--- config.mk ---
export PLATFORM = sky130hd
export DESIGN_NAME = seq_alu
export DESIGN_NICKNAME = d
export VERILOG_FILES = /design/src/rtl/seq_alu.sv
export SDC_FILE = /design/constraint.sdc
export NUM_CORES = 1
export LEC_CHECK = 0
export BUFFER_PORTS_ARGS = -buffer_cell sky130_fd_sc_hd__buf_2
export CORE_ASPECT_RATIO = 0.9
export CORE_UTILIZATION = 58
export DETAILED_ROUTE_END_ITERATION = 10
export PLACE_DENSITY = 0.75
export SYNTH_ARGS = -nofsm -noshare
export SYNTH_HDL_FRONTEND = slang
export SYNTH_SLANG_ARGS = --single-unit
--- constraint.sdc ---
create_clock -name clk -period 7.65 [get_ports clk]
set_clock_uncertainty 0.2 [all_clocks]
set_input_delay 1.1475 -clock clk [delete_from_list [all_inputs] [get_ports clk]]
set_output_delay 1.1475 -clock clk [all_outputs]
set_load 0.005 [all_outputs]
--- src/rtl/seq_alu.sv ---
// Multicycle ALU: single-cycle ADD/SUB/AND/ORR/EOR/MOV, iterative shift-add MUL,
// and a restoring UDIV built only when SEQ_ALU_UDIV_EN is defined.
module seq_alu #(
    parameter int WIDTH = 32
) (
    input  logic             clk,
    input  logic             reset,
    input  logic             start,
    input  logic [WIDTH-1:0] SrcA,
    input  logic [WIDTH-1:0] SrcB,
    input  logic [2:0]       ALUControl,
    output logic             busy,
    output logic             done,
    output logic [WIDTH-1:0] Result,
    output logic [3:0]       ALUFlags
);

    localparam int CW = $clog2(WIDTH + 1);
    localparam logic [CW-1:0] CNT_LOAD = CW'(WIDTH);
    localparam logic [CW-1:0] CNT_ONE  = CW'(1);

    localparam logic [2:0] OP_ADD = 3'b000;
    localparam logic [2:0] OP_SUB = 3'b001;
    localparam logic [2:0] OP_AND = 3'b010;
    localparam logic [2:0] OP_ORR = 3'b011;
    localparam logic [2:0] OP_EOR = 3'b100;
    localparam logic [2:0] OP_MOV = 3'b101;
    localparam logic [2:0] OP_MUL = 3'b110;
`ifdef SEQ_ALU_UDIV_EN
    localparam logic [2:0] OP_UDIV = 3'b111;
`endif

    typedef enum logic [1:0] {
        IDLE = 2'd0,
        CALC = 2'd1,
        DONE = 2'd2
    } state_t;

    state_t           state_r;
    state_t           state_s;
    logic             busy_r;
    logic             done_r;
    logic [WIDTH-1:0] result_r;
    logic [3:0]       flags_r;
    logic [CW-1:0]    cnt_r;
    logic [WIDTH-1:0] a_r;
    logic [WIDTH-1:0] b_r;
    logic [WIDTH-1:0] acc_r;

    logic             accept_s;
    logic             multi_s;
    logic             sub_s;
    logic [WIDTH:0]   sum_s;
    logic [WIDTH-1:0] sc_res_s;
    logic             sc_c_s;
    logic             sc_v_s;
    logic [3:0]       sc_flags_s;

    logic [WIDTH-1:0] iter_a_s;
    logic [WIDTH-1:0] iter_b_s;
    logic [WIDTH-1:0] iter_acc_s;
    logic [WIDTH-1:0] fin_res_s;
    logic [3:0]       fin_flags_s;

`ifdef SEQ_ALU_UDIV_EN
    logic [2:0]       op_r;
    logic [WIDTH:0]   div_trial_s;
    logic [WIDTH:0]   div_diff_s;
    logic             div_ok_s;
    logic             div_unused_s;

    // A surviving remainder is always below the divisor, so the diff MSB carries no information.
    assign div_unused_s = div_diff_s[WIDTH];
`endif

    assign accept_s = (state_r == IDLE) && start;

    // Decide whether the presented opcode needs the iterative CALC phase
    always_comb begin
        multi_s = 1'b0;
`ifdef SEQ_ALU_UDIV_EN
        if ((ALUControl == OP_MUL) || (ALUControl == OP_UDIV)) begin
            multi_s = 1'b1;
        end else begin
            multi_s = 1'b0;
        end
`else
        if (ALUControl == OP_MUL) begin
            multi_s = 1'b1;
        end else begin
            multi_s = 1'b0;
        end
`endif
    end

    // Single-cycle result and flags straight from the presented operands
    always_comb begin
        sub_s    = (ALUControl == OP_SUB);
        sum_s    = {1'b0, SrcA} + {1'b0, SrcB ^ {WIDTH{sub_s}}} + {{WIDTH{1'b0}}, sub_s};
        sc_res_s = {WIDTH{1'b0}};
        sc_c_s   = 1'b0;
        sc_v_s   = 1'b0;
        case (ALUControl)
            OP_ADD, OP_SUB: begin
                sc_res_s = sum_s[WIDTH-1:0];
                sc_c_s   = sum_s[WIDTH];
                sc_v_s   = ~(SrcA[WIDTH-1] ^ SrcB[WIDTH-1] ^ sub_s) & (SrcA[WIDTH-1] ^ sum_s[WIDTH-1]);
            end
            OP_AND:  sc_res_s = SrcA & SrcB;
            OP_ORR:  sc_res_s = SrcA | SrcB;
            OP_EOR:  sc_res_s = SrcA ^ SrcB;
            OP_MOV:  sc_res_s = SrcB;
            // Opcode 111 without the divider lands here: zero result, Z set.
            default: sc_res_s = {WIDTH{1'b0}};
        endcase
        sc_flags_s = {sc_res_s[WIDTH-1], (sc_res_s == {WIDTH{1'b0}}), sc_c_s, sc_v_s};
    end

    // One shift-add (MUL) or restoring-divide (UDIV) step on the iteration registers
    always_comb begin
        iter_a_s    = {WIDTH{1'b0}};
        iter_b_s    = {WIDTH{1'b0}};
        iter_acc_s  = {WIDTH{1'b0}};
        fin_res_s   = {WIDTH{1'b0}};
        fin_flags_s = 4'b0000;
`ifdef SEQ_ALU_UDIV_EN
        div_trial_s = {acc_r, a_r[WIDTH-1]};
        div_diff_s  = div_trial_s - {1'b0, b_r};
        div_ok_s    = (div_trial_s >= {1'b0, b_r});
        if (op_r == OP_UDIV) begin
            // Quotient bits shift into a_r; b_r holds the divisor.
            iter_a_s    = {a_r[WIDTH-2:0], div_ok_s};
            iter_b_s    = b_r;
            iter_acc_s  = div_ok_s ? div_diff_s[WIDTH-1:0] : div_trial_s[WIDTH-1:0];
            fin_res_s   = iter_a_s;
            fin_flags_s = {iter_a_s[WIDTH-1], (iter_a_s == {WIDTH{1'b0}}), 1'b0,
                           (b_r == {WIDTH{1'b0}})};
        end else begin
            iter_a_s    = {a_r[WIDTH-2:0], 1'b0};
            iter_b_s    = {1'b0, b_r[WIDTH-1:1]};
            iter_acc_s  = b_r[0] ? (acc_r + a_r) : acc_r;
            fin_res_s   = iter_acc_s;
            fin_flags_s = {iter_acc_s[WIDTH-1], (iter_acc_s == {WIDTH{1'b0}}), 2'b00};
        end
`else
        iter_a_s    = {a_r[WIDTH-2:0], 1'b0};
        iter_b_s    = {1'b0, b_r[WIDTH-1:1]};
        iter_acc_s  = b_r[0] ? (acc_r + a_r) : acc_r;
        fin_res_s   = iter_acc_s;
        fin_flags_s = {iter_acc_s[WIDTH-1], (iter_acc_s == {WIDTH{1'b0}}), 2'b00};
`endif
    end

    // Next-state logic
    always_comb begin
        state_s = state_r;
        case (state_r)
            IDLE: begin
                if (start) begin
                    state_s = multi_s ? CALC : DONE;
                end else begin
                    state_s = IDLE;
                end
            end
            CALC: begin
                if (cnt_r == CNT_ONE) begin
                    state_s = DONE;
                end else begin
                    state_s = CALC;
                end
            end
            DONE:    state_s = IDLE;
            default: state_s = IDLE;
        endcase
    end

    // State register plus busy/done registered from the next state
    always_ff @(posedge clk or negedge reset) begin
        if (!reset) begin
            state_r <= IDLE;
            busy_r  <= 1'b0;
            done_r  <= 1'b0;
        end else begin
            state_r <= state_s;
            busy_r  <= (state_s != IDLE);
            done_r  <= (state_s == DONE);
        end
    end

    // Operand capture, iteration registers and CALC counter
    always_ff @(posedge clk or negedge reset) begin
        if (!reset) begin
            cnt_r <= {CW{1'b0}};
            a_r   <= {WIDTH{1'b0}};
            b_r   <= {WIDTH{1'b0}};
            acc_r <= {WIDTH{1'b0}};
`ifdef SEQ_ALU_UDIV_EN
            op_r  <= 3'b000;
`endif
        end else if (accept_s) begin
            cnt_r <= multi_s ? CNT_LOAD : {CW{1'b0}};
            a_r   <= SrcA;
            b_r   <= SrcB;
            acc_r <= {WIDTH{1'b0}};
`ifdef SEQ_ALU_UDIV_EN
            op_r  <= ALUControl;
`endif
        end else if (state_r == CALC) begin
            cnt_r <= cnt_r - CNT_ONE;
            a_r   <= iter_a_s;
            b_r   <= iter_b_s;
            acc_r <= iter_acc_s;
        end
    end

    // Result/flags load only on the edge that enters DONE
    always_ff @(posedge clk or negedge reset) begin
        if (!reset) begin
            result_r <= {WIDTH{1'b0}};
            flags_r  <= 4'b0000;
        end else if (accept_s && !multi_s) begin
            result_r <= sc_res_s;
            flags_r  <= sc_flags_s;
        end else if ((state_r == CALC) && (cnt_r == CNT_ONE)) begin
            result_r <= fin_res_s;
            flags_r  <= fin_flags_s;
        end
    end

    assign busy     = busy_r;
    assign done     = done_r;
    assign Result   = result_r;
    assign ALUFlags = flags_r;

endmodule

==> Yosys cells after proc, flatten, opt, wreduce, memory -nomap -nowiden <==
Index checks and enable logic that the tools add are counted.
{ "word_totals": {"in_bits": 70, "elab_cells": 65, "register_bits": 142, "out_inout_bits": 38} }
{ "op_classes": {"bitwise_logic": 9, "reduce_logical": 12, "n_mux": 22, "eq_ne": 9, "addsub": 4} }
{ "ops": {"columns": ["cell", "count"], "rows": [
  ["$mux W32", 9],
  ["$pmux W32 S5", 1],
  ["$logic_not A32 Y1", 2],
  ["$xor A32 B32 Y32", 2],
  ["$add A32 B32 Y33", 1],
  ["$add A33 B1 Y33", 1],
  ["$add A32 B32 Y32", 1],
  ["$and A32 B32 Y32", 1],
  ["$or A32 B32 Y32", 1],
  ["$mux W6", 3],
  ["$eq A3 B3 Y1 const B", 3],
  ["$mux W4", 2],
  ["$eq A3 B2 Y1 const B", 2],
  ["$eq A6 B1 Y1 const B", 1],
  ["$mux W2", 3],
  ["$reduce_bool A2 Y1", 3],
  ["$sub A6 B1 Y6 const B", 1],
  ["$pmux W2 S2", 1],
  ["$eq A3 B1 Y1 const B", 1],
  ["$logic_and A1 B1 Y1", 3],
  ["$logic_not A3 Y1", 1],
  ["$mux W1", 3],
  ["$xor A1 B1 Y1", 3],
  ["$eq A2 B1 Y1 const B", 1],
  ["other kinds (6)", 6]
]} }

==> Longest topological paths before layout <==
Gate-level depths: netlist (run 1).
{ "depth": {"depth_word": 8, "depth_mapped": 22, "ltp_nobuf": 16} }

==> Worst setup path before layout (run 1) <==
OpenSTA, ideal clock, no wires.
{ "synth_timing": {"kind": "input -> register", "start": "input ALUControl[0]", "end": "register flags_r[2] (netlist: ALUFlags[2])", "path_buffers": 7, "stages": 21, "t_required_ps": 7355, "slack_ps": 1782, "setup_ps": 95, "arrival_ps": 5573, "cell_sequence": "buf_4 -> buf_2 -> clkbuf_1 -> buf_2 -> buf_1 -> and2_1 -> clkbuf_1 -> buf_2 -> mux2i_1 -> fa_1 -> nand3b_2 -> a2111oi_2 -> nor2_2 -> o22ai_1 -> a21oi_1 -> o31ai_1 -> a21oi_1 -> xnor2_1 -> a211oi_1 -> nand3_1 -> o31ai_1"} }
{ "synth_via": {"elab_chain_cells": 7, "word_cells_on_any_way": 18, "cone_classes": "add/sub (2); eq/ne (6); mux (3); bitwise (1); reduce/logical (6)"} }
{ "synth_rtl": {"columns": ["item", "line_no", "text"], "rows": [
  ["from (decl)", "11", "input logic [2:0] ALUControl,"],
  ["$eq A3 B1 Y1", "98, 103", null],
  ["$xor A32 B32 Y32", "99", "sum_s = {1'b0, SrcA} + {1'b0, SrcB ^ {WIDTH{sub_s}}} + {{WIDTH{1'b0}}, sub_s};"],
  ["$add A32 B32 Y33", "99", null],
  ["$add A33 B1 Y33", "99", null],
  ["$pmux W32 S5", "103", "case (ALUControl)"],
  ["$logic_not A32 Y1", "116", "sc_flags_s = {sc_res_s[WIDTH-1], (sc_res_s == {WIDTH{1'b0}}), sc_c_s, sc_v_s};"],
  ["$mux W4", "221", "end else if (accept_s && !multi_s) begin"],
  ["to (signal assigned)", "223", "flags_r <= sc_flags_s;"],
  ["to (signal assigned)", "226", "flags_r <= fin_flags_s;"],
  ["to (decl)", "44", "logic [3:0] flags_r;"]
]} }
Several ways; a longest one is shown, not always the timed one.
A chain may end at the register's enable or synchronous reset.

==> Worst setup path after layout (run 1) <==
{ "layout_timing": {"start": "input ALUControl[2]", "end": "register flags_r[2] (netlist: ALUFlags[2])"} }
The elaborated chain is that of the path after synthesis.

==> impl_results.md, run 1 <==
* Run status: finished clean
* CP Max Fanout at 32
* Synth top cells by count: nand2_1 (215), dfrtp_1 (141), ha_1 (136)
* Worst Hold Path Cells at 2
* R2r setup slk at 3500 ps
* Hold EP: b_r[12]$_DFFE_PN0P_
* Final Hold Fails at 0
* Routed vias at 12.1k
* Synth warn at 0
* Post-Place Cells at 1845
* Unrepaired setup endpoints after global routing: false
* Antenna-violating nets left at 0
* Register bit total from synthesis at 141
* FILL cells at 1826
* PortBufs at 107
* WP buf/inv at 3
* Setup-failing EPs final at 0
* Io pins at between 100 and 150
* Post-Route WL at 39600 um
* Post_cts resized at 0
* Die area at 22100 um^2
* Starting Density at 59.5%
* Total negative slack at 0 ps
* Tmin final at 5820 ps
* Syn nets at approximately 1.7k
* Post-DR wirelength/cell at 21.1 um
* Number of antenna violations at the first check in global routing at 0
* Rows at 50
* Max-Cap Viols at 0
* Clock Pin Slew Worst Setup and Hold Paths at around 70 ps
* Gate Count Post-Synth at 1523
* Largest cells by area after synthesis: dfrtp_1 (28%), ha_1 (14%), nand2_1 (6.5%)
* Syn Std Cell Area at 12500 um^2
* Register-to-Register Path Depth at 13
* Chip width at 157 um
* Cell Pwr Density at 199 nW/um^2
* Synth top area share at between 20% and 30%
* Layout area overhead at 10.9%
* 1st-iter DRT viols at 1337
* Slew Limit Headroom at 29.8%
* Max Buffers Root-to-Sink at 2
* Hold WC Path Type: reg2reg
* Non-filler cells in the finished layout at 1877
* Startpoint Class: input pin
* DP Wirelength at around 29000 um
* Max Fclk at 172 MHz
* M3 GR Usage at 4.43%
* Worst R2R Start: a_r[0]$_DFFE_PN0P_
* TritonCTS clock tree: built
* DR pass1 iterations at 5
* Post-CTS setup buffers at 0
* CP required at roughly 7800 ps
* Reg2reg end: ALUFlags[2]$_DFFE_PN0P_
* Period utilization at 76.1%
* Ant. Diodes at 0
* Placed cell areas at 13200 um^2
* First-pass GRT wire length at 61800 um
* Layout cells sized above 1 at around 12%
* Number of global-route vias before repair at around 11k
* Synth unique cells at 81
* Met1 usage at 55.7%
* Critical path type: in2reg
* CP endpoint kind: flip-flop
* CP delay by family, top: compound AO/OA/AOI/OAI gates
* Top Usage Layer GRT: met1
* Core ar. at 21000 um^2
* Finished Cell Area at 13800 um^2
* Final RePlAce weighted congestion at 0.968
* Max Slew Vio Count at 0
* Largest net degree at the start of global routing at 93
* Pre-CTS setup slack at 1420 ps
* Final worst setup slack at 1830 ps
* Root buffer cell: clkbuf_16
* Main synth FF type: dfrtp_1
* Async SR Flop Fraction at 100%
* Met2 GRT Util at 53.5%
* Synth area leader: dfrtp_1
* Max VDD drop at 121 uV
* DIE HEIGHT at 141 um
* Leakage at 6.77 nW
* Design Power at 0.00275 W
* Gr ovfl total at 0
* CP max-delay cell: and2_2
* CTS sink count at 141
* Slew at the pin closest to its max-slew limit at 1050 ps
* Sequential share of the synthesized area at between 20% and 30%
* Most frequent cell after synthesis: nand2_1
* Crit path largest cell delay at 880 ps
* Final net count at 1786
* Skew-Pair Late Insertion Delay at roughly 440 ps
* EDFF count, synth at 0
* Avg Cell Area, Syn at 8.18 um^2
* CTS H-tree depth at 4
* Crit path cell chain: buf_2, nor2_2, buf_4, and2_2, xnor2_1, inv_1, fa_1, nand3b_2, a2111oi_2, nor2_2, o22ai_1, a21oi_1, o31ai_1, a21oi_1, xnor2_1, a211oi_1, nand3_1, o31ai_1
* Vias/cell at about 6.5
* All-Layer GR Usage at 36.3%
* Worst EP arrival at a little under 6000 ps
* CTS Hold Bufs at 0
* Hold_sp: b_r[12]$_DFFE_PN0P_
* CTS buffer count at 17
* DRC at 0
metal layers:
| metal | part of all wire (%) | vias up |
|---|---|---|
| met5 | 0 | - |
| met1 | 47 | 5890 |
| li1 | - | 5632 |
| met2 | 43 | 536 |
| met4 | 1.8 | 0 |
| met3 | 7.7 | 49 |
layout make-up:
cell class	instances	area (um^2)	area share, %
repair buffers	125	677	4.90
well taps	286	358	2.59
clock inverters	15	218	1.58
multi-input cells	1200	8260	59.8
flip-flops and latches	141	3530	25.6
clock buffers	17	425	3.08
inverters	93	349	2.53
worst min-delay path: stages (launching register included):
cell     delay (ps)
dfrtp_1         340
nand2_1          50
nand2_1          60
layout by cell type, fill, tap and decap left out, types with 7 or more instances in the layout:
cell       Yosys  final
clkbuf_16      0     17
inv_1         93     93
and4_1         7      7
o22a_1         7      7
o21ai_0       66     66
a22oi_1       66     66
and3_1        10     10
and2_1         8      7
a221oi_1      19     19
ha_1         136    136
o21a_1         9      9
buf_2         12    106
buf_4          2     18
nand4_1       16     16
nand2_1      215    215
mux2_2         7      7
xnor2_1       67     67
nor2_1        90     89
o22ai_1       26     26
o211ai_1      14     14
mux2i_1       37     37
o21ai_1       15     15
nand3_1       36     36
nor2b_1       10      9
o21bai_1       7      7
a22o_1         9      9
nor3_1        12     12
a21o_1        23     23
a211oi_1      15     15
dfrtp_1      141    140
a31oi_1       15     15
a21oi_1      129    129
xor2_1        18     18
per-stage QoR:
stage	utilization, %	hold slack (ps)
after floorplan	-	246
after detailed placement	62.8	263
final	65.9	277
after global routing	65.9	302
after global placement	62.8	259
after CTS	65.9	280
power breakdown:
part / internal [W] / leakage [nW] / switching, W
registers: 0.000816 / 1.86 / 0.0000671
clock network: 0.000533 / 0.315 / 0.000399
logic: 0.000352 / 4.59 / 0.000581
state kept, by name, summed over array words and instances, names as in the netlist:
| name | count |
|---|---|
| a_r | 32 |
| cnt_r | 6 |
| acc_r | 32 |
| busy | 1 |
| ALUFlags | 3 |
| done | 1 |
| state_r | 2 |
| b_r | 32 |
| Result | 32 |
cells by family after synthesis:
kind of cell               after synthesis  synth area share [%]
adders and majority gates              138                  14.0
muxes                                   44                  3.60
AOI/OAI and AO/OA                      481                  25.7
buffers and inverters                  182                  5.66
and+or+nand+nor                        452                  16.8
DFF                                    141                  28.3
xor gates and xnor gates                85                  5.97
worst max-delay path by stage:
stage                       start                 endpoint  depth (start not counted)
global route        ALUControl[2]  ALUFlags[2]$_DFFE_PN0P_                         18
CTS                 ALUControl[2]  ALUFlags[2]$_DFFE_PN0P_                         18
global placement    ALUControl[1]  ALUFlags[2]$_DFFE_PN0P_                         18
floorplan           ALUControl[0]  ALUFlags[2]$_DFFE_PN0P_                         21
detailed placement  ALUControl[1]  ALUFlags[2]$_DFFE_PN0P_                         18
finish              ALUControl[2]  ALUFlags[2]$_DFFE_PN0P_                         18
Note: power is estimated with default switching activity, not from simulation.
==> inputs of run 2 (changes only) <==
CORE_UTILIZATION = 56   (was 58)
PLACE_DENSITY = 0.76   (was 0.75)
clock period = 5.35 ns   (was 7.65 ns; I/O delays follow)
==> run 2 against run 1 <==
  * Sequential power is 43% higher
  * Largest power group unchanged
  * Combinational power is 43% higher
  * First-iteration DRC count is 9.1% lower
  * Critical path type unchanged
  * Global-route usage is 1.4 points lower
  * Routed wire length is 0.28% higher
  * Register-to-register slack worse by 2100 ps
  * Die area is 3.5% higher
  * Highest routed layer unchanged
==> impl_results.md, run 2 (synthesized netlist as in run 1, its figures left out) <==
* CP Max Fanout at 13 (-59%)
* PortBufs at 107 (unchanged)
* Most common cell after layout, fill and taps aside: nand2_1
* Gr ovfl total at 0 (unchanged)
* Worst R2R Start: a_r[0]$_DFFE_PN0P_
* TritonCTS clock tree: built
* Number of antenna violations at the first check in global routing at 0 (unchanged)
* Final RePlAce weighted congestion at 0.947 (-2.1%)
* Period utilization at a little over four fifths
* Max-Cap Viols at 0 (unchanged)
* Io pins at 108 (unchanged)
* Post-DR wirelength/cell at 21.0 um (-0.30%)
* Rows at 51 (+2.0%)
* Antenna-violating nets left at 0 (unchanged)
* DP Wirelength at 29100 um (+0.54%)
* Chip width at 159 um (+1.7%)
* Final net count at 1794 (+0.45%)
* Final Hold Fails at 0 (unchanged)
* Setup-failing EPs final at 0 (unchanged)
* Hold WC Path Type: reg2reg
* Slew Limit Headroom at 21.9% (-7.9 points)
* CP required at 5480 ps (-2310 ps)
* Max VDD drop at 218 uV (+80%)
* Unrepaired setup endpoints after global routing: false
* Routed vias at 12.0k (-0.67%)
* DRC at 0 (unchanged)
* Startpoint Class: input pin
* CTS sink count at 141 (unchanged)
* Hold Slack at 278 ps (+0.375 ps)
* 1st-iter DRT viols at 1215 (-9.1%)
* Die area at 22900 um^2 (+3.5%)
* Skew-Pair Late Insertion Delay at 440 ps (about the same)
* CTS H-tree depth at 4 (unchanged)
* Max Buffers Root-to-Sink at 2 (unchanged)
* Starting Density at 57.3% (-2.2 points)
* Vias/cell at 6.37 (-1.2%)
* Hold EP: b_r[13]$_DFFE_PN0P_
* Max Fclk at 220 MHz
* Number of global-route vias before repair at 11.2k (+0.62%)
* Post_cts resized at 0 (unchanged)
* Largest net degree at the start of global routing at 109 (+17%)
* Post-Route WL at 39700 um (+0.28%)
* Root buffer cell: clkbuf_16
* Tmin final at 4540 ps
* Leakage at 6.78 nW (+0.15%)
* R2r setup slk at 1360 ps (-2140 ps)
* Total negative slack at 0 ps (unchanged)
* Slew at the pin closest to its max-slew limit at 1170 ps (+119 ps)
* CTS buffer count at 17 (unchanged)
* Worst Hold Path Cells at 2 (unchanged)
* Layout cells sized above 1 at 12.6% (+0.27 points)
* Register-to-Register Path Depth at 13 (unchanged)
* Max Slew Vio Count at 0 (unchanged)
* First-pass GRT wire length at 62200 um (+0.57%)
* DR pass1 iterations at 6 (+1)
* Run status: finished clean
* Worst EP arrival at 4670 ps (-1290 ps)
* DIE HEIGHT at 144 um (+1.7%)
* CTS Hold Bufs at 0 (unchanged)
* Core ar. at 21800 um^2 (+3.8%)
* Cell Pwr Density at 279 nW/um^2 (+40%)
* CP endpoint kind: flip-flop
* Clock Pin Slew Worst Setup and Hold Paths at 60 ps (about the same)
* Layout area overhead at 11.2%
* Critical path type: in2reg
* All-Layer GR Usage at 35.0% (-1.4 points)
* Ant. Diodes at 0 (unchanged)
* Reg2reg end: ALUFlags[2]$_DFFE_PN0P_
* Post-CTS setup buffers at 0 (unchanged)
* Hold_sp: b_r[13]$_DFFE_PN0P_
* Most frequent cells in the layout: nand2_1 (215), dfrtp_1 (140), ha_1 (136), a21oi_1 (129), buf_2 (106)
## run 2: cell count changes in the layout (fill, tap and decap cells not counted), moves of 2 or more
cell	change
clkinv_8	-2
inv_6	-3
clkinvlp_4	+3
buf_4	+7
inv_8	-2
## run 2: worst max path at each step
stage,slack (ps),end,start,depth (start not counted)
after CTS,860,ALUFlags[2]$_DFFE_PN0P_,ALUControl[1],18
after detailed placement,470,ALUFlags[2]$_DFFE_PN0P_,ALUControl[1],17
after floorplan,50,ALUFlags[2]$_DFFE_PN0P_,ALUControl[0],21
after global placement,540,ALUFlags[2]$_DFFE_PN0P_,ALUControl[1],17
final,810,ALUFlags[2]$_DFFE_PN0P_,ALUControl[1],18
after global routing,540,ALUFlags[2]$_DFFE_PN0P_,ALUControl[1],18
## run 2: worst max-delay path: stages
cell and delay (ps):
buf_2 110, nor2_2 100, and2_2 190, buf_4 280, buf_4 290, xnor2_1 180, ha_1 350, a21oi_1 230
o21ai_1 140, a211oi_1 410, mux2i_1 130, a21oi_1 160, o21ai_1 130, a2111oi_2 290, nand4_1 210, nor4_1 290
nand3_1 110, o31ai_1 240
## run 2: stage by stage
stage	util [%]	instance area (um^2)	cells	total power [W]	worst slack, ps
after floorplan	-	12500	1523	0.00220	51.2
after global placement	60.9	13300	1858	0.00255	543
after detailed placement	60.9	13300	1858	0.00257	465
after CTS	63.7	13900	1888	0.00384	857
after global routing	63.7	13900	1888	0.00405	536
final	63.7	13900	1888	0.00387	806
## run 2: layout make-up
| cell class | count | area, um^2 |
|---|---|---|
| multi-input combinational | 1200 | 8260 |
| fill | 1915 | 7910 |
| sequential | 141 | 3530 |
| timing repair buffer | 133 | 749 |
| clock buffer | 19 | 443 |
| tap | 291 | 364 |
| inverter | 93 | 349 |
| clock inverter | 11 | 159 |
## run 2: power by group
part           total, W  switching [W]  internal [W]
clock network   0.00126       0.000513      0.000749
registers       0.00126      0.0000968       0.00117
logic           0.00134       0.000831      0.000509
total           0.00387        0.00144       0.00243
## run 2: metal layers
| metal | vias up | wire (um) | global-route usage [%] |
|---|---|---|---|
| li1 | 5640 | - | - |
| met2 | 519 | 17200 | 54.1 |
| met1 | 5800 | 18100 | 49.9 |
| met5 | - | 0 | 0 |
| met4 | 0 | 892 | 9.72 |
| met3 | 67 | 3520 | 6.44 |
